[src/rtl/fifo_sync_flex.sv]
// Single-clock FIFO with arbitrary depth, standard or first-word-fall-through read,
// occupancy count, almost-full/almost-empty flags and overflow/underflow pulses.
module fifo_sync_flex #(
  parameter int unsigned DataWidth         = 32,
  parameter int unsigned FifoDepth         = 8,
  parameter int unsigned AlmostFullThresh  = 6,
  parameter int unsigned AlmostEmptyThresh = 2,
  parameter bit          FwftMode          = 1'b0,
  localparam int unsigned CountW           = $clog2(FifoDepth + 1)
) (
  input  logic                 clk,
  input  logic                 i_rst_n,
  input  logic                 i_write,
  input  logic [DataWidth-1:0] i_write_data,
  input  logic                 i_read,
  output logic [DataWidth-1:0] o_read_data,
  output logic                 o_read_valid,
  output logic                 o_full,
  output logic                 o_empty,
  output logic                 o_almost_full,
  output logic                 o_almost_empty,
  output logic [CountW-1:0]    o_count,
  output logic                 o_overflow,
  output logic                 o_underflow
);

  if (FifoDepth < 2) begin : g_bad_depth
    $error("fifo_sync_flex: FifoDepth must be >= 2");
  end
  if (AlmostFullThresh < 1 || AlmostFullThresh > FifoDepth) begin : g_bad_af
    $error("fifo_sync_flex: AlmostFullThresh must be in 1..FifoDepth");
  end
  if (AlmostEmptyThresh > FifoDepth - 1) begin : g_bad_ae
    $error("fifo_sync_flex: AlmostEmptyThresh must be in 0..FifoDepth-1");
  end

  localparam int unsigned          PtrW    = $clog2(FifoDepth);
  localparam logic [PtrW-1:0]      LastPtr = PtrW'(FifoDepth - 1);
  localparam logic [CountW-1:0]    FullCnt = CountW'(FifoDepth);
  localparam logic [CountW-1:0]    AfCnt   = CountW'(AlmostFullThresh);
  localparam logic [CountW-1:0]    AeCnt   = CountW'(AlmostEmptyThresh);

  logic [DataWidth-1:0] mem_q [FifoDepth];
  logic [PtrW-1:0]      wr_ptr_q, wr_ptr_d, rd_ptr_q, rd_ptr_d;
  logic [CountW-1:0]    count_q, count_d;
  logic                 overflow_q, overflow_d, underflow_q, underflow_d;
  logic                 read_en, write_en;

  always_comb begin
    read_en     = i_read && (count_q != '0);
    // A full FIFO still accepts a write when a read frees a slot in the same cycle.
    write_en    = i_write && ((count_q != FullCnt) || read_en);
    overflow_d  = i_write && !write_en;
    underflow_d = i_read && !read_en;
    wr_ptr_d    = wr_ptr_q;
    rd_ptr_d    = rd_ptr_q;
    count_d     = count_q;
    if (write_en) wr_ptr_d = (wr_ptr_q == LastPtr) ? '0 : wr_ptr_q + PtrW'(1);
    if (read_en)  rd_ptr_d = (rd_ptr_q == LastPtr) ? '0 : rd_ptr_q + PtrW'(1);
    case ({write_en, read_en})
      2'b10:   count_d = count_q + CountW'(1);
      2'b01:   count_d = count_q - CountW'(1);
      default: count_d = count_q;
    endcase
  end

  always_ff @(posedge clk or negedge i_rst_n) begin
    if (!i_rst_n) begin
      wr_ptr_q    <= '0;
      rd_ptr_q    <= '0;
      count_q     <= '0;
      overflow_q  <= 1'b0;
      underflow_q <= 1'b0;
    end else begin
      wr_ptr_q    <= wr_ptr_d;
      rd_ptr_q    <= rd_ptr_d;
      count_q     <= count_d;
      overflow_q  <= overflow_d;
      underflow_q <= underflow_d;
    end
  end

  always_ff @(posedge clk) begin
    if (write_en) mem_q[wr_ptr_q] <= i_write_data;
  end

  if (FwftMode) begin : g_fwft
    // Gate the head word so unwritten storage never reaches the output.
    assign o_read_data  = (count_q == '0) ? '0 : mem_q[rd_ptr_q];
    assign o_read_valid = (count_q != '0);
  end else begin : g_std
    logic [DataWidth-1:0] rd_data_q, rd_data_d;
    logic                 rd_valid_q, rd_valid_d;

    always_comb begin
      rd_data_d  = read_en ? mem_q[rd_ptr_q] : rd_data_q;
      rd_valid_d = read_en;
    end

    always_ff @(posedge clk or negedge i_rst_n) begin
      if (!i_rst_n) begin
        rd_data_q  <= '0;
        rd_valid_q <= 1'b0;
      end else begin
        rd_data_q  <= rd_data_d;
        rd_valid_q <= rd_valid_d;
      end
    end

    assign o_read_data  = rd_data_q;
    assign o_read_valid = rd_valid_q;
  end

  assign o_count        = count_q;
  assign o_full         = (count_q == FullCnt);
  assign o_empty        = (count_q == '0);
  assign o_almost_full  = (count_q >= AfCnt);
  assign o_almost_empty = (count_q <= AeCnt);
  assign o_overflow     = overflow_q;
  assign o_underflow    = underflow_q;

endmodule

[config.mk]
export PLATFORM = sky130hd
export DESIGN_NAME = fifo_sync_flex
export DESIGN_NICKNAME = d
export VERILOG_FILES = /design/src/rtl/fifo_sync_flex.sv
export SDC_FILE = /design/constraint.sdc
export NUM_CORES = 1
export LEC_CHECK = 0
export ABC_AREA = 1
export ABC_CLOCK_PERIOD_IN_PS = 4700
export BUFFER_PORTS_ARGS = -buffer_cell sky130_fd_sc_hd__buf_2
export CAP_MARGIN = 5
export CORE_ASPECT_RATIO = 1.2
export CORE_MARGIN = 10
export CORE_UTILIZATION = 51
export DETAILED_ROUTE_END_ITERATION = 12
export PLACE_DENSITY_LB_ADDON = 0.08
export SYNTH_ARGS = -nofsm -noshare
export SYNTH_HDL_FRONTEND = slang
export SYNTH_SLANG_ARGS = --single-unit
export TNS_END_PERCENT = 30
[constraint.sdc]
create_clock -name clk -period 4.7 [get_ports clk]
set_input_delay 0 -clock clk [delete_from_list [all_inputs] [get_ports clk]]
set_output_delay 0 -clock clk [all_outputs]
set_load 0.02 [all_outputs]
# == Word level (Yosys, flattened, before mapping) ==
# Memory sizes are Yosys's and may differ from the RTL's. A register that Yosys moved wholly into a read port is not among the register bits.
# Index checks and enable logic that the tools add are counted.
# op_classes
magnitude_cmp,2
n_eq_ne,6
n_mux,5
add_sub_neg,4
n_reduce_logical,11
# op_table
op,n
one-hot mux 4 bit (2 select lines),1
adder 3 x 1 -> 3 bit (second input constant),2
== test 3 bit (second input constant),2
two-way mux 3 bit,2
adder 4 x 1 -> 4 bit (second input constant),1
== test 4 bit (second input constant),1
>= comparator 4 x 3 -> 1 bit (second input constant),1
less-or-equal comparator 4 x 2 -> 1 bit (second input constant),1
logical AND 1 bit,4
logical NOT 4 bit,1
!= test 4 bit (second input constant),1
nonzero test 4 bit,1
subtractor 4 x 1 -> 4 bit (second input constant),1
logical NOT 1 bit,3
== test 2 x 1 -> 1 bit (second input constant),1
== test 2 bit (second input constant),1
two-way mux 1 bit,2
nonzero test 2 bit,1
logical OR 1 bit,1
# totals
reg_bits,13
inputBits,36
word_cells,35
ram_bits,256
mem_count,1
output_inout_bits,43
# memory_table
memory,words,width,read_ports,rd_clocked_by_memory_dff,write_ports,line_no,rtl
mem_q,8,32,1,1,1,43,logic [DataWidth-1:0] mem_q [FifoDepth];

# == Logic depth before layout (Yosys ltp) ==
# Gate-level depths: netlist of the first run.
# depth
ltp_word,6
mapped_depth,14
depth_no_buf,13

# == Least setup slack after synthesis of the first run ==
# Ideal clock, no wire load.
# synth_timing
kind,reg-to-reg
startpoint,register count_q[2] (netlist: o_count[2])
endpoint,memory mem_q[0][0] (enable)
t_arrival_ps,2455
required_time_ps,4279
stages_incl_launch_ff,6
period_less_slack_ps,2876
n_path_buf,0
slack_ps,1824
setup_time_ps,421
path_cell_list,dfrtp_1 -> inv_1 -> nand4_1 -> nand2_1 -> or2_1 -> nor2_1
# synth_between
elab_chain_cells,6
word_cells_on_any_way,7
cone_classes,1 x eq/ne; 2 x mux; 4 x reduce/logical
# synth_rtl
item,line_no,rtl
start: declaration,45,"logic [CountW-1:0] count_q, count_d;"
start signal: assignment,77,count_q <= count_d;
nonzero test 4 bit,50,read_en = i_read && (count_q != '0);
logical AND 1 bit,50,
logical OR 1 bit *,52,write_en = i_write && ((count_q != FullCnt) || read_en);
logical AND 1 bit *,52,
two-way mux 1 bit *,84,if (write_en) mem_q[wr_ptr_q] <= i_write_data;
two-way mux 1 bit (implied by the code) *,84,
end: declaration,43,
# Mark *: on every way between the ends. The rest lies on a longest branch, timed or not.

# == Worst setup path after layout of the first run ==
# layout_timing
startpoint,register count_q[2] (netlist: o_count[2])
endpoint,register count_q[2] (netlist: o_count[2])
# layout_between
elab_chain_cells,6
word_cells_on_any_way,11
cone_classes,2 x add/sub; 3 x eq/ne; 1 x mux; 5 x reduce/logical
# layout_rtl
item,line_no,rtl
nonzero test 4 bit,50,
logical AND 1 bit,50,
logical OR 1 bit,52,
logical AND 1 bit,52,
== test 2 x 1 -> 1 bit or == test 2 bit (tied branches),60,"case ({write_en, read_en})"
one-hot mux 4 bit (2 select lines) or nonzero test 2 bit (tied branches),-,
# Several ways; a longest one is shown, not always the timed one.
# A chain may end at the register's enable or synchronous reset.

==> results_dict.tcl, run 1 <==
set metrics [dict create \
    netlist_top_cells_count "edfxtp_1, nand2_1, inv_1" \
    postCtsSetupRepairBufs 0 \
    synth.top_cell.area_share 0.631 \
    tightest_slew_ns 1.13 \
    crit_chain "nor2_1, nand2_2, nand2_2, inv_2, buf_4, ha_1, a21oi_1, or2_2, a31oi_1" \
    critical_path_buf_inv_count 2 \
    synth.cell_area_mm2 0.0122 \
    p_leak_nw 5.72 \
    maxCapViolCount 0 \
    ys_warn_count 0 \
    avgSynthCellArea_um2 12.3 \
    min_path_type "in2async" \
    power_density_mw_per_mm2 624 \
    grt_setup_unrepaired "no" \
    vdd_drop_max_mv 0.395 \
    fin_crit_sh 0.587 \
    yosys.area.top_type "edfxtp_1" \
    area_delta_synth_final_pct 17.5 \
    clock_sinks 301 \
    drive_gt1_frac 0.141 \
    grt_start_max_net_pins 133 \
    synth_seq_cells 301 \
    yosys-top-cells-area "edfxtp_1, dfrtp_1, o211ai_1, nand2_1, inv_1" \
    worstSkewPairLatency_ns 0.54 \
    htreeDepth 1 \
    diodes 0 \
    fmax_mhz 362 \
    antenna_found_initial 0 \
    cts-root-buf "clkbuf_16" \
    io_pins 79 \
    cts_made_buffers 30 \
    setup_viol 0 \
    dieHeight_um 189 \
    clockBufferDepth 3 \
    coreArea_mm2 0.0234 \
    drt_iter0_markers 489 \
    cts_resized 0 \
    async_flop_share 0.150 \
    vias 7350 \
    slowest_stage "nand2_2" \
    place_inst 1336 \
    fin_cells 1428 \
    path_clk_slew_ns 0.06 \
    worstSetupPathType "reg2reg" \
    die_w_um 161 \
    yosysMostFrequentCell "edfxtp_1" \
    port_buffers 78 \
    start_kind "register" \
    place_congestion 0.742 \
    synth.distinct_cells 26 \
    totalWireLength_um 25200 \
    ys_seq_area_frac 0.724 \
    cts_hold_buf 36 \
    critical_path_required_ns 5.16 \
    relSlewSlack 0.246 \
    cp-end-kind "register" \
    ys.flop_type "edfxtp_1" \
    n_fill_cell 1872 \
    nets 1132 \
    synth_nets 1030 \
    crit_family "simple AND/OR/NAND/NOR gates" \
    die_area_mm2 0.0305 \
    finalSetupTns_ns 0 \
    hold_violations 0 \
    grt_usage 0.163 \
    crit_top_cell "nand2_2" \
    drcViolationCount 0 \
    ant_nets 0 \
    min_period_ns 2.76 \
    gr-total-overflow 0 \
    dpl.hpwl_um 13600 \
    start_util 0.521 \
    status "finished, final reports clean" \
    fin_skew_ns 0.00981 \
    crit_fanout 40 \
    critPathArrivalTime_ns 3.22 \
    critPathMaxStageDelay_ns 0.51 \
    synthCells 987 \
    grt_pass1_wl_um 40300 \
    routedWlPerCell_um 17.6 \
    rows 61 \
    synth_edf_count 256 \
    drt_first_pass_iters 4 \
    grt_pass1_vias 7371 \
    cts_tree "done" \
    vias_per_cell 5.15 \
    report.final.slew_viol_count 0 \
]
==> cells in the final DEF, fill, tap and decap left out, types with 2 or more instances in the layout <==
master / n
bufinv_16: 8
o21ai_0: 30
ha_1: 7
clkinv_2: 5
edfxtp_1: 256
dfrtp_1: 43
clkbuf_1: 6
o21a_1: 2
o21ai_1: 10
buf_4: 12
inv_1: 143
nand3_1: 99
nand2_2: 3
dlygate4sd3_1: 36
nor2_1: 7
xnor2_1: 2
a21oi_1: 33
o211ai_1: 96
clkbuf_8: 5
clkbuf_16: 31
buf_2: 78
nor2_4: 8
inv_2: 2
nand2_1: 181
==> worst reg2reg max path, cell delays in order, from the launching register on <==
cell and delay [ns]:
dfrtp_1 0.45, nor2_1 0.10, nand2_2 0.10, nand2_2 0.51, inv_2 0.20, buf_4 0.48, ha_1 0.31, a21oi_1 0.10
or2_2 0.31, a31oi_1 0.13
==> routing by layer <==
metal,up-vias,GRT usage,share of wire
met5,-,0,0
met4,0,0.0371,0.015
met3,37,0.0252,0.042
met2,139,0.274,0.49
met1,3535,0.219,0.46
li1,3639,-,-
==> state kept, by name, summed over array words and instances, names as in the netlist <==
signal	flops
mem_q	256
o_read_data	32
o_count	4
rd_ptr_q	3
wr_ptr_q	3
o_overflow	1
o_read_valid	1
o_underflow	1
==> stage by stage <==
stage	setup slack [ns]	power [mW]	cell area, um^2	util	hold WS (ns)
final	1.94	8.93	14300	0.613	0.122
after CTS	1.90	9.04	14300	0.613	0.136
after global routing	1.69	9.47	14300	0.613	0.181
after global placement	1.98	6.28	12800	0.549	0.174
after detailed placement	1.92	6.32	12800	0.549	0.181
after floorplan	1.82	5.59	12200	-	-0.296
==> path summary, 6_finish.rpt <==
check | start | endpoint | slack (ns) | cells past startpoint
min in group clk | i_read | o_underflow$_DFF_PN0_ | 0.27 | 4
setup reg to reg | o_count[2]$_DFFE_PN0P_ | o_count[2]$_DFFE_PN0P_ | 1.94 | 9
hold / removal | i_rst_n | o_read_data[3]$_DFFE_PN0P_ | 0.12 | 3
hold reg to reg | o_read_data[27]$_DFFE_PN0P_ | o_read_data[27]$_DFFE_PN0P_ | 0.47 | 2
max in group asynchronous | i_rst_n | rd_ptr_q[0]$_DFFE_PN0P_ | 4.06 | 3
setup / recovery | o_count[2]$_DFFE_PN0P_ | o_count[2]$_DFFE_PN0P_ | 1.94 | 9
==> cells by family after synthesis <==
kind of cell / share of synthesized area
and+or+nand+nor: 0.105
DFF: 0.724
buffers and inverters: 0.0716
AOI/OAI and AO/OA: 0.0909
adders and majority gates: 0.00719
xor gates and xnor gates: 0.00144
==> area by class of cell <==
class / count / area [um^2] / share of cell area
Sequential cell: 301 / 8820 / 0.616
Multi-Input combinational cell: 484 / 2550 / 0.178
Clock buffer: 42 / 867 / 0.0606
Timing Repair Buffer: 127 / 861 / 0.0602
Inverter: 145 / 544 / 0.0380
Tap cell: 315 / 394 / 0.0275
Clock inverter: 14 / 269 / 0.0188
==> where the power goes <==
part / total [mW] / switching, mW / internal [mW] / leakage, nW
Combinational: 2.55 / 1.74 / 0.810 / 2.29
Clock: 2.68 / 0.965 / 1.72 / 0.559
Sequential: 3.69 / 0.278 / 3.41 / 2.87
Total: 8.93 / 2.98 / 5.94 / 5.72
Power figures use the tool's default switching activity.
==> run 2, diff against run 1 <==
ABC_AREA = 0   (was 1)
ABC_CLOCK_PERIOD_IN_PS = 2600   (was 4700)
clock period = 2.6 ns   (was 4.7 ns; I/O delays follow)
==> run 2 against run 1 <==
Compared with the run above: core utilization rose by 0.70 points; die area fell by 3.4%; first-iteration DRC count fell by 28%; clock power rose by 65%; via count fell by 17%; highest routed layer unchanged.
==> results_dict.tcl, run 2 <==
set metrics [dict create \
    postCtsSetupRepairBufs 0 \
    place_inst 998 \
    grt_usage 0.163 \
    r2r-end "o_count[2]$_DFFE_PN0P_" \
    ys.flop_type "edfxtp_1" \
    largest_reg_flops 256 \
    fin_skew_ns 0.0164 \
    critPathMaxStageDelay_ns 0.49 \
    min_period_ns 2.29 \
    top_register "mem_q" \
    vias 6109 \
    vdd_drop_max_mv 0.690 \
    ys_warn_count 0 \
    die_w_um 158 \
    holdWs_ns 0.0561 \
    synth.top_cell.area_share 0.657 \
    worstSetupPathType "reg2reg" \
    synth_top_family_by_area "multiplexers" \
    grt_setup_unrepaired "no" \
    yosys.area_share.simple 0.0244 \
    tightest_slew_ns 0.750 \
    dieHeight_um 186 \
    r2r-start "o_count[2]$_DFFE_PN0P_" \
    relSlewSlack 0.500 \
    maxCapViolCount 0 \
    critPathArrivalTime_ns 2.71 \
    yosys.area.top_type "edfxtp_1" \
    critical_path_buf_inv_count 1 \
    area_delta_synth_final_pct 19.2 \
    drive_gt1_frac 0.290 \
    totalWireLength_um 23700 \
    crit_fanout 9 \
    synth_seq_cells 301 \
    hold_violations 0 \
    nets 830 \
    netlist_top_cells_count "edfxtp_1, mux2_2, mux2i_1" \
    synthCells 653 \
    crit_top_cell "xor2_1" \
    diodes 0 \
    async_flop_share 0.150 \
    synthAdderAreaFrac 0.00748 \
    grt_start_max_net_pins 69 \
    cts_made_buffers 30 \
    fin_cells 1090 \
    path_clk_slew_ns 0.06 \
    synth.cell_area_mm2 0.0117 \
    p_leak_nw 5.03 \
    fin_crit_sh 0.881 \
    dpl.hpwl_um 13600 \
    synth.distinct_cells 38 \
    crit_chain "nor4_4, nand2b_2, inv_1, ha_2, xor2_1, ha_1, a21oi_1, xor2_1, nor2_1, xor2_1" \
    synth_compound_area_frac 0.0636 \
    synth_edf_count 256 \
    worstSkewPairLatency_ns 0.55 \
    layout_commonest_cell "edfxtp_1" \
    drt_first_pass_iters 4 \
    cts_tree "done" \
    synth_nets 696 \
    place_congestion 0.735 \
    grt_pass1_vias 6518 \
    r2r_slack_ns 0.31 \
    ant_nets 0 \
    htreeDepth 1 \
    synth-xor-area-share 0.00374 \
    synthMuxAreaShare 0.122 \
    antenna_found_initial 0 \
    coreArea_mm2 0.0225 \
    avgSynthCellArea_um2 17.9 \
    io_pins 79 \
    yosysMostFrequentCell "edfxtp_1" \
    crit_family "simple AND/OR/NAND/NOR gates" \
    yosys-top-cells-area "edfxtp_1, dfrtp_1, mux2_2, mux2i_1, o221ai_1" \
    power_density_mw_per_mm2 1140 \
    finalSetupTns_ns 0 \
    slowest_stage "dfrtp_1" \
    ys_seq_area_frac 0.753 \
    clock_sinks 301 \
    clockBufferDepth 3 \
    final_cell_mix "edfxtp_1, buf_2, mux2_2" \
    fmax_mhz 437 \
    min_path_type "in2async" \
    start_util 0.520 \
    cts-root-buf "clkbuf_16" \
    rows 60 \
    vias_per_cell 5.60 \
    gr-total-overflow 0 \
    die_area_mm2 0.0294 \
    report.final.slew_viol_count 0 \
    port_buffers 78 \
    critical_path_required_ns 3.02 \
    start_kind "register" \
    status "finished, final reports clean" \
    setup_viol 0 \
    r2r_cells 10 \
    routedWlPerCell_um 21.7 \
    drcViolationCount 0 \
    cp-end-kind "register" \
    drt_iter0_markers 350 \
    grt_pass1_wl_um 36800 \
]
run 2: cell type report:
class	count	area, um^2
flip-flops and latches	301	8820
fillers	1686	8570
multi-input cells	311	2700
repair buffers	141	1050
clock buffers	44	865
well taps	279	349
clock inverters	12	168
inverters	2	7.51
run 2: worst max path at each step:
| stage | startpoint | end | depth (start not counted) |
|---|---|---|---|
| after detailed placement | o_count[2]$_DFFE_PN0P_ | o_count[2]$_DFFE_PN0P_ | 10 |
| after floorplan | o_count[0]$_DFFE_PN0P_ | mem_q[7][0]$_DFFE_PP_ | 5 |
| after CTS | o_count[2]$_DFFE_PN0P_ | o_count[2]$_DFFE_PN0P_ | 10 |
| after global routing | o_count[1]$_DFFE_PN0P_ | o_count[2]$_DFFE_PN0P_ | 10 |
| final | o_count[2]$_DFFE_PN0P_ | o_count[2]$_DFFE_PN0P_ | 10 |
| after global placement | o_count[2]$_DFFE_PN0P_ | o_count[2]$_DFFE_PN0P_ | 10 |
run 2: what timing repair did:
item                                    in CTS  in global routing
endpoints found under the setup margin       0                  1
hold buffers                                36                  0
endpoints found under the hold margin      305                  0
gates resized for setup                      0                  1
run 2: worst register-to-register path, delay by kind of cell, from the launching register on:
| family | cells | cell delay, ns |
|---|---|---|
| buf+inv | 1 | 0.07 |
| compound gates | 1 | 0.16 |
| xor+xnor | 3 | 0.47 |
| simple gates | 3 | 0.58 |
| fa+ha+maj | 2 | 0.41 |
| flops | 1 | 0.49 |
run 2: cells by family after synthesis:
kind of cell | Yosys count
flops | 301
mux | 134
compound gates | 105
simple gates | 60
buf+inv | 41
fa+ha+maj | 7
xor+xnor | 5
run 2: metrics by stage:
step	util	area, um^2	power, mW	worst slack, ns
final	0.620	14000	15.8	0.309
after global routing	0.620	14000	16.7	0.0345
after CTS	0.620	14000	16.0	0.224
after detailed placement	0.558	12600	11.6	0.253
after global placement	0.558	12600	11.4	0.364
after floorplan	-	11700	10.0	-0.250
run 2: metal layers:
metal,routed length [um],global-route usage,up-vias
met5,0,0,-
met4,440,0.0475,0
met3,1090,0.0273,31
met2,12200,0.279,126
met1,10000,0.209,3099
li1,-,-,2853
run 2: power breakdown:
part / total (mW) / leakage (nW) / switching, mW / internal (mW)
clock: 4.41 / 0.500 / 1.72 / 2.70
combinational: 4.71 / 1.66 / 2.77 / 1.95
sequential: 6.72 / 2.86 / 0.495 / 6.22
total: 15.8 / 5.03 / 4.98 / 10.9
